**config.mk**
```make
export PLATFORM = sky130hd
export DESIGN_NAME = acia_rx_frame
export DESIGN_NICKNAME = d
export VERILOG_FILES = /design/src/rtl/acia_rx_frame.sv
export SDC_FILE = /design/constraint.sdc
export NUM_CORES = 1
export LEC_CHECK = 0
export BUFFER_PORTS_ARGS = -buffer_cell sky130_fd_sc_hd__buf_2
export CAP_MARGIN = 10
export CORE_ASPECT_RATIO = 0.75
export CORE_UTILIZATION = 45
export CTS_CLUSTER_DIAMETER = 30
export DETAILED_ROUTE_END_ITERATION = 12
export REMOVE_ABC_BUFFERS = 1
export SLEW_MARGIN = 10
export SYNTH_ARGS = -nofsm -noshare
export SYNTH_HDL_FRONTEND = slang
export SYNTH_SLANG_ARGS = --single-unit
```
**constraint.sdc**
```tcl
create_clock -name clk -period 2.32 [get_ports clk]
set_clock_uncertainty 0.1 [all_clocks]
set_input_delay 0.348 -clock clk [delete_from_list [all_inputs] [get_ports clk]]
set_output_delay 0.348 -clock clk [all_outputs]
set_load 0.01 [all_outputs]
```
**src/rtl/acia_rx_frame.sv**
```systemverilog
// ACIA receive framing stage: RxC edge-detected ticks drive a start/data/parity/stop FSM into a one-byte holding register.
// Define ACIA_RX_DCD_EN to enable carrier-detect supervision (dcd_lost, frame abort on DCD).
module acia_rx_frame #(
  parameter int SYNC_STAGES = 2
) (
  input  logic       clk,
  input  logic       reset,
  input  logic       rxc,
  input  logic       rxd,
  input  logic       dcd,
  input  logic [1:0] cfg_div,
  input  logic       cfg_bits7,
  input  logic [1:0] cfg_parity,
  input  logic       rd_data,
  output logic [7:0] rx_data,
  output logic       rdrf,
  output logic       ovrn,
  output logic       fe,
  output logic       pe,
  output logic       dcd_lost,
  output logic       irq
);

  typedef enum logic [2:0] {S_IDLE, S_START, S_DATA, S_PARITY, S_STOP} state_t;

  state_t                 r_state;
  logic [SYNC_STAGES-1:0] r_rxc_sync;
  logic [SYNC_STAGES-1:0] r_rxd_sync;
  logic                   r_rxc_d;
  logic [5:0]             r_tick_cnt;
  logic [2:0]             r_bit_cnt;
  logic [1:0]             r_div;
  logic                   r_bits7;
  logic [1:0]             r_parity;
  logic [7:0]             r_shift;
  logic                   r_par;
  logic                   r_pe_pending;
  logic                   r_brk;
  logic                   w_rxc_s;
  logic                   w_rxd_s;
  logic                   w_tick;
  logic                   w_abort;
  logic                   w_sample;
  logic                   w_load;
  logic [5:0]             w_period_m1;
  logic [5:0]             w_half_m1;

  // NOTE: sequential state is written with non-blocking (<=) so every flop samples pre-edge values.
  always_ff @(posedge clk or posedge reset) begin
    if (reset) begin
      r_rxc_sync <= '1;
      r_rxd_sync <= '1;
      r_rxc_d    <= 1'b1;
    end else begin
      r_rxc_sync <= {r_rxc_sync[SYNC_STAGES-2:0], rxc};
      r_rxd_sync <= {r_rxd_sync[SYNC_STAGES-2:0], rxd};
      r_rxc_d    <= w_rxc_s;
    end
  end

  assign w_rxc_s = r_rxc_sync[SYNC_STAGES-1];
  assign w_rxd_s = r_rxd_sync[SYNC_STAGES-1];
  assign w_tick  = w_rxc_s & ~r_rxc_d;

`ifdef ACIA_RX_DCD_EN
  logic [SYNC_STAGES-1:0] r_dcd_sync;
  logic                   r_dcd_d;
  logic                   w_dcd_s;

  always_ff @(posedge clk or posedge reset) begin
    if (reset) begin
      r_dcd_sync <= '0;
      r_dcd_d    <= 1'b0;
      dcd_lost   <= 1'b0;
    end else begin
      r_dcd_sync <= {r_dcd_sync[SYNC_STAGES-2:0], dcd};
      r_dcd_d    <= w_dcd_s;
      if (w_dcd_s && !r_dcd_d)
        dcd_lost <= 1'b1;
      else if (rd_data && !w_dcd_s)
        dcd_lost <= 1'b0;
    end
  end

  assign w_dcd_s = r_dcd_sync[SYNC_STAGES-1];
  assign w_abort = w_dcd_s;
`else
  logic w_unused_dcd;
  assign w_unused_dcd = dcd;
  assign dcd_lost     = 1'b0;
  assign w_abort      = 1'b0;
`endif

  // NOTE: every always_comb output gets a default first so no latch is inferred.
  always_comb begin
    w_period_m1 = 6'd0;
    w_half_m1   = 6'd0;
    case (r_div)
      2'b01:   begin w_period_m1 = 6'd15; w_half_m1 = 6'd7;  end
      2'b10:   begin w_period_m1 = 6'd63; w_half_m1 = 6'd31; end
      default: ;
    endcase
  end

  assign w_sample = w_tick && (r_tick_cnt == w_period_m1);
  assign w_load   = (r_state == S_STOP) && w_sample && !w_abort;

  always_ff @(posedge clk or posedge reset) begin
    if (reset) begin
      r_state      <= S_IDLE;
      r_tick_cnt   <= 6'd0;
      r_bit_cnt    <= 3'd0;
      r_div        <= 2'b00;
      r_bits7      <= 1'b0;
      r_parity     <= 2'b00;
      r_shift      <= 8'h00;
      r_par        <= 1'b0;
      r_pe_pending <= 1'b0;
      r_brk        <= 1'b0;
      rx_data      <= 8'h00;
      rdrf         <= 1'b0;
      ovrn         <= 1'b0;
      fe           <= 1'b0;
      pe           <= 1'b0;
    end else begin
      if (w_abort) begin
        r_state    <= S_IDLE;
        r_tick_cnt <= 6'd0;
        r_bit_cnt  <= 3'd0;
      end else begin
        case (r_state)
          S_IDLE: begin
            if (w_tick && cfg_div != 2'b11) begin
              if (w_rxd_s) begin
                r_brk <= 1'b0;
              end else if (!r_brk) begin
                r_div        <= cfg_div;
                r_bits7      <= cfg_bits7;
                r_parity     <= cfg_parity;
                r_tick_cnt   <= 6'd0;
                r_bit_cnt    <= 3'd0;
                r_shift      <= 8'h00;
                r_par        <= 1'b0;
                r_pe_pending <= 1'b0;
                r_state      <= (cfg_div == 2'b00) ? S_DATA : S_START;
              end
            end
          end
          S_START: begin
            if (w_tick) begin
              if (r_tick_cnt == w_half_m1) begin
                r_tick_cnt <= 6'd0;
                r_state    <= w_rxd_s ? S_IDLE : S_DATA;
              end else begin
                r_tick_cnt <= r_tick_cnt + 6'd1;
              end
            end
          end
          S_DATA: begin
            if (w_sample) begin
              r_tick_cnt <= 6'd0;
              r_shift    <= {w_rxd_s, r_shift[7:1]};
              r_par      <= r_par ^ w_rxd_s;
              if (r_bit_cnt == (r_bits7 ? 3'd6 : 3'd7)) begin
                r_bit_cnt <= 3'd0;
                r_state   <= (r_parity == 2'b01 || r_parity == 2'b10) ? S_PARITY : S_STOP;
              end else begin
                r_bit_cnt <= r_bit_cnt + 3'd1;
              end
            end else if (w_tick) begin
              r_tick_cnt <= r_tick_cnt + 6'd1;
            end
          end
          S_PARITY: begin
            if (w_sample) begin
              r_tick_cnt   <= 6'd0;
              r_pe_pending <= (r_parity == 2'b01) ? (r_par ^ w_rxd_s) : ~(r_par ^ w_rxd_s);
              r_state      <= S_STOP;
            end else if (w_tick) begin
              r_tick_cnt <= r_tick_cnt + 6'd1;
            end
          end
          S_STOP: begin
            if (w_sample) begin
              r_tick_cnt <= 6'd0;
              r_state    <= S_IDLE;
              if (!w_rxd_s) r_brk <= 1'b1;
            end else if (w_tick) begin
              r_tick_cnt <= r_tick_cnt + 6'd1;
            end
          end
          default: r_state <= S_IDLE;
        endcase
      end

      // A completed frame only lands when the holding register is free or being read this cycle.
      if (w_load && (!rdrf || rd_data)) begin
        rx_data <= r_bits7 ? {1'b0, r_shift[7:1]} : r_shift;
        rdrf    <= 1'b1;
        fe      <= ~w_rxd_s;
        pe      <= r_pe_pending;
      end else if (w_load) begin
        ovrn <= 1'b1;
      end else if (rd_data) begin
        rdrf <= 1'b0;
        ovrn <= 1'b0;
      end
    end
  end

  assign irq = rdrf | ovrn | dcd_lost;

endmodule

```
==> impl_metrics.env, run 1 <==
export IMPL_synth_edf_count=0
export IMPL_hold_violations=0
export IMPL_critPathRequiredTime_ns=2.41
export IMPL_cts_made_buffers=5
export IMPL_ys_warn_count=0
export IMPL_r2r_cells=8
export IMPL_grt_pass1_vias=1738
export IMPL_holdPathStages=1
export IMPL_synth_seq_cells=45
export IMPL_grt_total_usage_pct=20.01
export IMPL_rsz0062_at_grt="yes"
export IMPL_core_area_um2=5037
export IMPL_antenna_cells=0
export IMPL_synth_ff_type="dfrtp_1"
export IMPL_critical_path_top_delay_family="compound AO/OA/AOI/OAI gates"
export IMPL_drv_cap=0
export IMPL_route_detailed_drc=0
export IMPL_initial_core_util_pct=48.24
export IMPL_dr_pass1_iters=4
export IMPL_crit_chain="ha_4 -> xor2_2 -> o211ai_2 -> buf_4 -> o31a_1 -> nor3_4 -> buf_6 -> mux2_4"
export IMPL_power_frac_seq_pct=37.1
export IMPL_finalNetCount=289
export IMPL_ant_nets=0
export IMPL_vias=1864
export IMPL_root_buffer="clkbuf_8"
export IMPL_gp_congestion=0.8079
export IMPL_drive_above_1_share_pct=33.82
export IMPL_antenna_found_initial=0
export IMPL_timing_hold_worst_start="rxd"
export IMPL_finalSetupTns_ns=0
export IMPL_crit_slowest_cell="dfrtp_1"
export IMPL_hpwl_um=3507
export IMPL_p_sw_w=0.001322
export IMPL_clockBufferDepth=2
export IMPL_finalWirelength_um=5067
export IMPL_min_to="r_rxd_sync[0]"
export IMPL_die_area_um2=5700
export IMPL_dieHeight_um=65.64
export IMPL_timing_rr_start="r_div[1]"
export IMPL_std_cell_rows=22
export IMPL_layout_min_cycle_time_ns=2.295
export IMPL_drv_slew=0
export IMPL_netSwitchingFraction_pct=40.62
export IMPL_start_kind="flop"
export IMPL_clkSlewWorstSetupHoldPaths_ns=0.08
export IMPL_cp_end_kind="flop"
export IMPL_critPathArrivalTime_ns=2.38
export IMPL_yosysUniqueCellTypes=61
export IMPL_synthSimpleGateAreaFrac_pct=17.82
export IMPL_port_buffers=22
export IMPL_max_freq_mhz=435.7
export IMPL_critical_path_class="reg -> reg"
export IMPL_nFillCells=455
export IMPL_cp_max_fo=5
export IMPL_setup_ws_ns=0.02506
export IMPL_register_area_um2=1132
export IMPL_synth_seq_area_share_pct=46.60
export IMPL_synth_mux_area_share_pct=10.35
export IMPL_syn_cell_area_um2=2430
export IMPL_clkPwrFrac_pct=14.7
export IMPL_power_density_nw_per_um2=1130
export IMPL_pre_cts_slack_ns=-0.07765
export IMPL_hold_class="in -> reg"
export IMPL_final_cell_mix="dfrtp_1, buf_2, buf_4"
export IMPL_synthCells=234
export IMPL_p_comb_share_pct=48.2
export IMPL_htree_num_levels=2
export IMPL_fp_dieW_um=86.85
export IMPL_setup_viol=0
export IMPL_viasPerCell=5.372
export IMPL_syn_avg_cell_area_um2=10.38
export IMPL_power_leakage_nw=1.327
export IMPL_max_vdd_ir_drop_mv=0.5996
export IMPL_grt_overflow_total=0
export IMPL_area_growth_syn_to_layout_pct=18.49
export IMPL_synth_compound_area_share_pct=15.50
export IMPL_io_pins=25
export IMPL_status="finished clean"
export IMPL_synth_xor_area_share_pct=1.442
export IMPL_reg2reg_to="r_bit_cnt[0]"
export IMPL_critical_path_max_stage_delay_ns=0.42
export IMPL_grt_max_degree=18
export IMPL_final_common_cell="dfrtp_1"
export IMPL_drtIter0Drc=123
export IMPL_p_int_w=0.001932
export IMPL_r2r_slack_ns=0.03
export IMPL_synth_fa_ha_area_share_pct=2.060
export IMPL_grt_first_pass_wirelength_um=8583
export IMPL_wl_per_cell_um=14.60
export IMPL_hold_ws_ns=0.03658
export IMPL_multiInputGateArea_um2=1199
export IMPL_path_buf_inv=2
export IMPL_cts_tree="done"
export IMPL_fin_crit_sh_pct=98.92
export IMPL_synth_top_family_by_area="simple AND/OR/NAND/NOR gates"
export IMPL_cts_sinks=45
export IMPL_insertion_delay_ns=0.30
export IMPL_ys_async_sr_fraction_pct=100.0
-- cell usage after synthesis, types with 3 or more instances --
master     n  area share [%]
dfrtp_1   40              41
nand2b_1   3            0.77
nor3_1     5             1.0
nor2_1    11             1.7
buf_2      7             1.4
mux2i_1    3             1.2
nand3_1    7             1.4
mux2_4     8             4.9
ha_1       4             2.1
and3_1     4             1.0
o21ai_0   16             3.3
a21oi_1    5             1.0
o21ai_1    8             1.6
clkbuf_1   3            0.46
mux2_2     5             2.3
mux2_1     4             1.9
nand4_1    9             2.3
dfstp_2    5             5.4
nand2_1   19             2.9
inv_1     17             2.6
-- area by class of cell --
cell class	count	area share (%)
multi-input combinational	158	41.63
sequential	45	39.33
timing repair buffer	47	10.73
tap	72	3.129
clock buffer	7	2.651
inverter	17	2.216
clock inverter	1	0.3042
-- routing by layer --
| layer | up-vias | global-route usage (%) | routed length (µm) |
|---|---|---|---|
| met4 | 0 | 6.875 | 39 |
| met1 | 893 | 30.92 | 2750 |
| li1 | 920 | - | - |
| met3 | 6 | 4.146 | 212 |
| met2 | 45 | 27.26 | 2065 |
| met5 | - | 0 | 0 |
-- state kept, by name, indices dropped and copies added, names as in the netlist, 2 cells and up --
name,cells
r_shift,8
rx_data,8
r_tick_cnt,6
r_bit_cnt,3
r_state,3
r_div,2
r_parity,2
r_rxc_sync,2
r_rxd_sync,2
-- metrics by stage --
step,util [%],cell area (µm²),instances,power (W)
CTS,56.28,2835,344,0.003192
floorplan,-,2346,220,0.002179
detailed placement,53.53,2696,334,0.002630
finish,57.15,2879,347,0.003254
global placement,53.53,2696,334,0.002611
global route,57.15,2879,347,0.003509
-- cell families (layout without fill, tap and decap cells) --
| family | Yosys count | after routing |
|---|---|---|
| adders and majority gates | 4 | 4 |
| other | 1 | 1 |
| muxes | 20 | 20 |
| and+or+nand+nor | 77 | 77 |
| xor gates and xnor gates | 4 | 4 |
| DFF | 45 | 45 |
| buffers and inverters | 31 | 72 |
| AOI/OAI and AO/OA | 52 | 52 |
-- power groups by stage --
| stage | clock, W | combinational, W | sequential, W |
|---|---|---|---|
| after floorplan | 0 | 0.000926 | 0.00125 |
| after global placement | 0 | 0.00141 | 0.00120 |
| after detailed placement | 0 | 0.00143 | 0.00120 |
| after CTS | 0.000495 | 0.00150 | 0.00120 |
| after global routing | 0.000530 | 0.00174 | 0.00124 |
| final | 0.000479 | 0.00157 | 0.00121 |
-- repair_timing --
item | 4_1_cts | 5_1_grt
setup buffers | 1 | 2
resized for setup | 7 | 5
cloned | 0 | 1
hold endpoints to repair | 12 | 0
setup endpoints to repair | 21 | 14
pin swaps | 1 | 5
hold buffers | 1 | 0
-- how the worst max path moves through the flow --
stage	start	slack [ns]	endpoint	cells after the start
detailed placement	r_div[0]	-0.08	pe	7
finish	r_div[1]	0.03	r_bit_cnt[0]	8
global placement	r_div[0]	-0.06	pe	7
global route	r_div[1]	-0.03	r_bit_cnt[0]	8
CTS	r_div[0]	0.004	r_bit_cnt[0]	8
floorplan	r_div[1]	-0.08	pe	6
Note: power is estimated with default switching activity, not from simulation.
==> run 2: changes to the inputs <==
Settings changed: ABC_CLOCK_PERIOD_IN_PS set to 2320, CORE_UTILIZATION 45 to 50, PLACE_DENSITY set to 0.69.
==> run 2 against run 1 <==
Net effect:
- sequential power hardly changed
- flip-flop and latch count stayed put
- global-route usage is 0.36 points higher
- count of clock-buffer cells in the layout is 1 lower
- first-iteration DRC count is 18% higher
- via count is 1.2% lower
- cell count is 6.1% lower
- critical endpoint is now r_state[0]
==> impl_metrics.env, run 2 (synthesis results as in run 1) <==
export IMPL_initial_core_util_pct=53.15
export IMPL_max_vdd_ir_drop_mv=0.5604
export IMPL_gp_congestion=0.7959
export IMPL_insertion_delay_ns=0.30
export IMPL_antenna_found_initial=0
export IMPL_critPathRequiredTime_ns=2.40
export IMPL_top_regs="r_shift (8), rx_data (8), r_tick_cnt (6)"
export IMPL_grt_total_usage_pct=20.37
export IMPL_clkSlewWorstSetupHoldPaths_ns=0.09
export IMPL_core_area_um2=4572
export IMPL_power_density_nw_per_um2=1191
export IMPL_drv_cap=0
export IMPL_htree_num_levels=2
export IMPL_instances_no_fill=326
export IMPL_setup_ws_ns=0.06676
export IMPL_clockBufferDepth=2
export IMPL_relSlewSlack_pct=53.58
export IMPL_die_area_um2=5145
export IMPL_start_kind="flop"
export IMPL_cts_sinks=45
export IMPL_grt_max_degree=35
export IMPL_grt_overflow_total=0
export IMPL_root_buffer="clkbuf_8"
export IMPL_hold_class="in -> async"
export IMPL_postPlaceCellArea_um2=2663
export IMPL_cts_made_buffers=5
export IMPL_placed_cells=317
export IMPL_worst_slew_pin_slew_ns=0.6953
export IMPL_cts_tree="done"
export IMPL_crit_slowest_cell="dfrtp_1"
export IMPL_nFillCells=372
export IMPL_vias=1842
export IMPL_hpwl_um=3365
export IMPL_grt_pass1_vias=1709
export IMPL_pre_cts_slack_ns=-0.1088
export IMPL_hold_violations=0
export IMPL_port_buffers=22
export IMPL_stdcell_area_um2=2838
export IMPL_crit_chain="inv_1 -> ha_4 -> and4b_1 -> nor2_4 -> buf_4 -> a221oi_4 -> nand4_2 -> mux2_1"
export IMPL_io_pins=25
export IMPL_drive_above_1_share_pct=32.34
export IMPL_critical_path_top_delay_family="simple AND/OR/NAND/NOR gates"
export IMPL_drtIter0Drc=145
export IMPL_status="finished clean"
export IMPL_route_detailed_drc=0
export IMPL_cp_end_kind="flop"
export IMPL_multiInputGateArea_um2=1197
export IMPL_finalSetupTns_ns=0
export IMPL_power_leakage_nw=1.311
export IMPL_critical_path_max_stage_delay_ns=0.39
export IMPL_register_area_um2=1132
export IMPL_ant_nets=0
export IMPL_fp_dieW_um=82.50
export IMPL_power_w=0.003379
export IMPL_antenna_cells=0
export IMPL_drv_slew=0
export IMPL_setup_viol=0
export IMPL_finalNetCount=283
export IMPL_final_cell_mix="dfrtp_1, buf_2, nand2_1, buf_4"
export IMPL_layout_min_cycle_time_ns=2.253
export IMPL_critical_path_class="reg -> reg"
export IMPL_final_common_cell="dfrtp_1"
export IMPL_path_buf_inv=2
export IMPL_viasPerCell=5.650
export IMPL_fin_crit_sh_pct=97.12
export IMPL_dr_pass1_iters=4
export IMPL_critPathArrivalTime_ns=2.34
export IMPL_std_cell_rows=21
export IMPL_dieHeight_um=62.37
export IMPL_max_freq_mhz=443.8
export IMPL_grt_first_pass_wirelength_um=7935
export IMPL_wl_per_cell_um=14.94
export IMPL_cp_max_fo=5
export IMPL_area_growth_syn_to_layout_pct=16.79
export IMPL_finalWirelength_um=4869
## run 2: layer usage
metal	up-vias	wire length [µm]	track usage [%]
li1	904	-	-
met3	4	249	4.964
met2	56	2078	28.62
met1	878	2501	30.66
met4	0	40	6.681
met5	-	0	0
## run 2: worst paths after layout
path	start	to	slack [ns]	cells past startpoint
max	r_div[0]	r_state[0]	0.07	8
min reg2reg	r_rxd_sync[0]	r_rxd_sync[1]	0.26	0
min in group clk	rxd	r_rxd_sync[0]	0.05	1
min	reset	r_bit_cnt[1]	0.04	2
max reg2reg	r_div[0]	r_state[0]	0.07	8
max in group asynchronous	reset	r_brk	1.43	3
## run 2: where the power goes
group          switching (W)  leakage (nW)  internal [W]
registers           0.000224         0.561       0.00100
logic               0.000836         0.692      0.000700
clock network       0.000265        0.0574      0.000350
## run 2: cell type report
cell class                      count  area share (%)
Multi-Input combinational cell    158           42.20
Sequential cell                    45           39.90
Timing Repair Buffer               41           8.907
Clock buffer                        6           2.910
Tap cell                           57           2.513
Inverter                           17           2.249
Clock inverter                      2           1.323
## run 2: per-stage QoR
| step | utilization (%) | hold WS (ns) |
|---|---|---|
| after detailed placement | 58.24 | 0.2470 |
| after global placement | 58.24 | 0.2456 |
| final | 62.07 | 0.04305 |
| after CTS | 60.89 | 0.03673 |
| after global routing | 62.07 | 0.02799 |
| after floorplan | - | 0.2452 |
## run 2: timing repair
item                                    in CTS  in global routing
setup buffers                                0                  1
resized for setup                            1                  6
endpoints found under the setup margin       9                 27
pin swaps                                    0                  2
hold buffers                                 0                  0
==> run 3: changes to the inputs <==
Settings changed: ABC_CLOCK_PERIOD_IN_PS 2320 to 2610.
Clock period 2.32 ns to 2.61 ns, I/O delays scaled along.
==> run 3 against run 2 <==
Net effect:
- flip-flop and latch count did not move
- cell count decreased by 2.8%
- clock power is 33% lower
- maximum frequency decreased by 5.1%
- non-clock buffer count down 9
- global-route usage is 0.33 points higher
- final area shrank 5.3%
- die area unchanged
- sequential share of layout area up 2.2 points
- via count down 2.6%
==> impl_metrics.env, run 3 (synthesis results as in run 1) <==
export IMPL_cp_max_fo=10
export IMPL_core_area_um2=4572
export IMPL_clkSlewWorstSetupHoldPaths_ns=0.08
export IMPL_power_density_nw_per_um2=987.2
export IMPL_grt_pass1_vias=1692
export IMPL_cts_sinks=45
export IMPL_critical_path_class="reg -> reg"
export IMPL_grt_first_pass_wirelength_um=8073
export IMPL_met2_wirelength_um=1816
export IMPL_hpwl_um=3300
export IMPL_final_util_pct=58.76
export IMPL_wl_met3_um=172
export IMPL_die_area_um2=5145
export IMPL_final_common_cell="dfrtp_1"
export IMPL_antenna_cells=0
export IMPL_final_cell_mix="dfrtp_1, buf_2, nand2_1"
export IMPL_vias=1795
export IMPL_drv_slew=0
export IMPL_fp_dieW_um=82.50
export IMPL_antenna_found_initial=0
export IMPL_netSwitchingFraction_pct=41.11
export IMPL_area_growth_syn_to_layout_pct=10.56
export IMPL_viasPerCell=5.662
export IMPL_rsz0062_at_grt="no"
export IMPL_cts_made_buffers=5
export IMPL_route_detailed_drc=0
export IMPL_cts_tree="done"
export IMPL_clkPwrFrac_pct=15.6
export IMPL_htree_num_levels=2
export IMPL_grt_max_degree=19
export IMPL_drtIter0Drc=122
export IMPL_max_freq_mhz=421.0
export IMPL_p_int_w=0.001562
export IMPL_wl_per_cell_um=14.59
export IMPL_top_regs="r_shift (8), rx_data (8), r_tick_cnt (6)"
export IMPL_ant_nets=0
export IMPL_grt_total_usage_pct=20.71
export IMPL_hold_violations=0
export IMPL_hold_class="in -> reg"
export IMPL_std_cell_rows=21
export IMPL_p_comb_share_pct=40.1
export IMPL_insertion_delay_ns=0.30
export IMPL_fin_crit_sh_pct=91.00
export IMPL_max_vdd_ir_drop_mv=0.4892
export IMPL_cp_end_kind="flop"
export IMPL_dr_pass1_iters=4
export IMPL_placed_cells=308
export IMPL_grt_overflow_total=0
export IMPL_io_pins=25
export IMPL_drt_met1_wl_um=2548
export IMPL_finalSetupTns_ns=0
export IMPL_instances_no_fill=317
export IMPL_setup_viol=0
export IMPL_power_frac_seq_pct=44.3
export IMPL_clockBufferDepth=2
export IMPL_power_leakage_nw=1.253
export IMPL_layout_min_cycle_time_ns=2.375
export IMPL_dieHeight_um=62.37
export IMPL_finalWirelength_um=4625
export IMPL_top_layer_used="met4"
export IMPL_relSlewSlack_pct=56.84
export IMPL_worst_slew_pin_slew_ns=0.6473
export IMPL_start_kind="flop"
export IMPL_finalNetCount=274
export IMPL_drv_cap=0
export IMPL_critPathArrivalTime_ns=2.46
export IMPL_initial_core_util_pct=53.15
export IMPL_status="finished clean"
export IMPL_root_buffer="clkbuf_8"
export IMPL_gp_congestion=0.8908
export IMPL_drive_above_1_share_pct=27.69
export IMPL_port_buffers=22
export IMPL_p_sw_w=0.001090
export IMPL_critPathRequiredTime_ns=2.70
==> run 3: area by class of cell <==
class                      instances  area, µm²
clock buffer                       7      76.32
clock inverter                     1      5.005
fill                             399       1886
inverter                          17      63.81
multi-input combinational        158       1150
sequential                        45       1132
tap                               57      71.32
timing repair buffer              32      187.7
==> run 3: per-layer routing <==
| metal | track usage (%) | up-vias |
|---|---|---|
| li1 | - | 890 |
| met1 | 32.60 | 853 |
| met2 | 27.48 | 43 |
| met3 | 4.526 | 9 |
| met4 | 7.759 | 0 |
| met5 | 0 | - |
==> run 3: per-stage QoR <==
stage          hold slack, ns  power [W]  instance area, µm²  setup slack, ns
6_report              0.08990   0.002652                2686           0.2349
4_1_cts               0.07660   0.002660                2686           0.1913
2_1_floorplan          0.2452   0.001937                2346           0.2104
3_5_place_dp           0.2472   0.002240                2595           0.1721
3_3_place_gp           0.2456   0.002209                2595           0.2178
5_1_grt               0.07161   0.002870                2686         0.001025
==> run 3: repair_timing <==
item	4_1_cts	5_1_grt
endpoints found under the hold margin	11	0
hold buffers	1	0
buffers inserted	0	0
gates resized for setup	0	0
==> run 3: power groups by stage <==
stage               combinational, W  clock, W  sequential [W]
finish                       0.00106  0.000414         0.00118
global route                 0.00120  0.000457         0.00121
CTS                          0.00106  0.000428         0.00117
detailed placement           0.00106         0         0.00118
global placement             0.00104         0         0.00117
floorplan                   0.000823         0         0.00111
==> run 3: worst paths after layout <==
check,from,endpoint,slack (ns),depth (start not counted)
setup / recovery,r_div[0],pe,0.23,7
hold / removal,rxc,r_rxc_sync[0],0.09,1
setup reg to reg,r_div[0],pe,0.23,7
hold reg to reg,r_rxc_sync[0],r_rxc_sync[1],0.26,0
max in group asynchronous,reset,r_rxc_sync[0],1.31,4
min in group asynchronous,reset,rx_data[3],0.49,3
==> run 3: critical path, cell delays in order, from the launching register on <==
cell and delay [ns]:
dfrtp_1 0.35, inv_1 0.05, ha_1 0.31, xor2_1 0.18, o211ai_2 0.20, nor2_4 0.13
and3_1 0.58, mux2_1 0.38
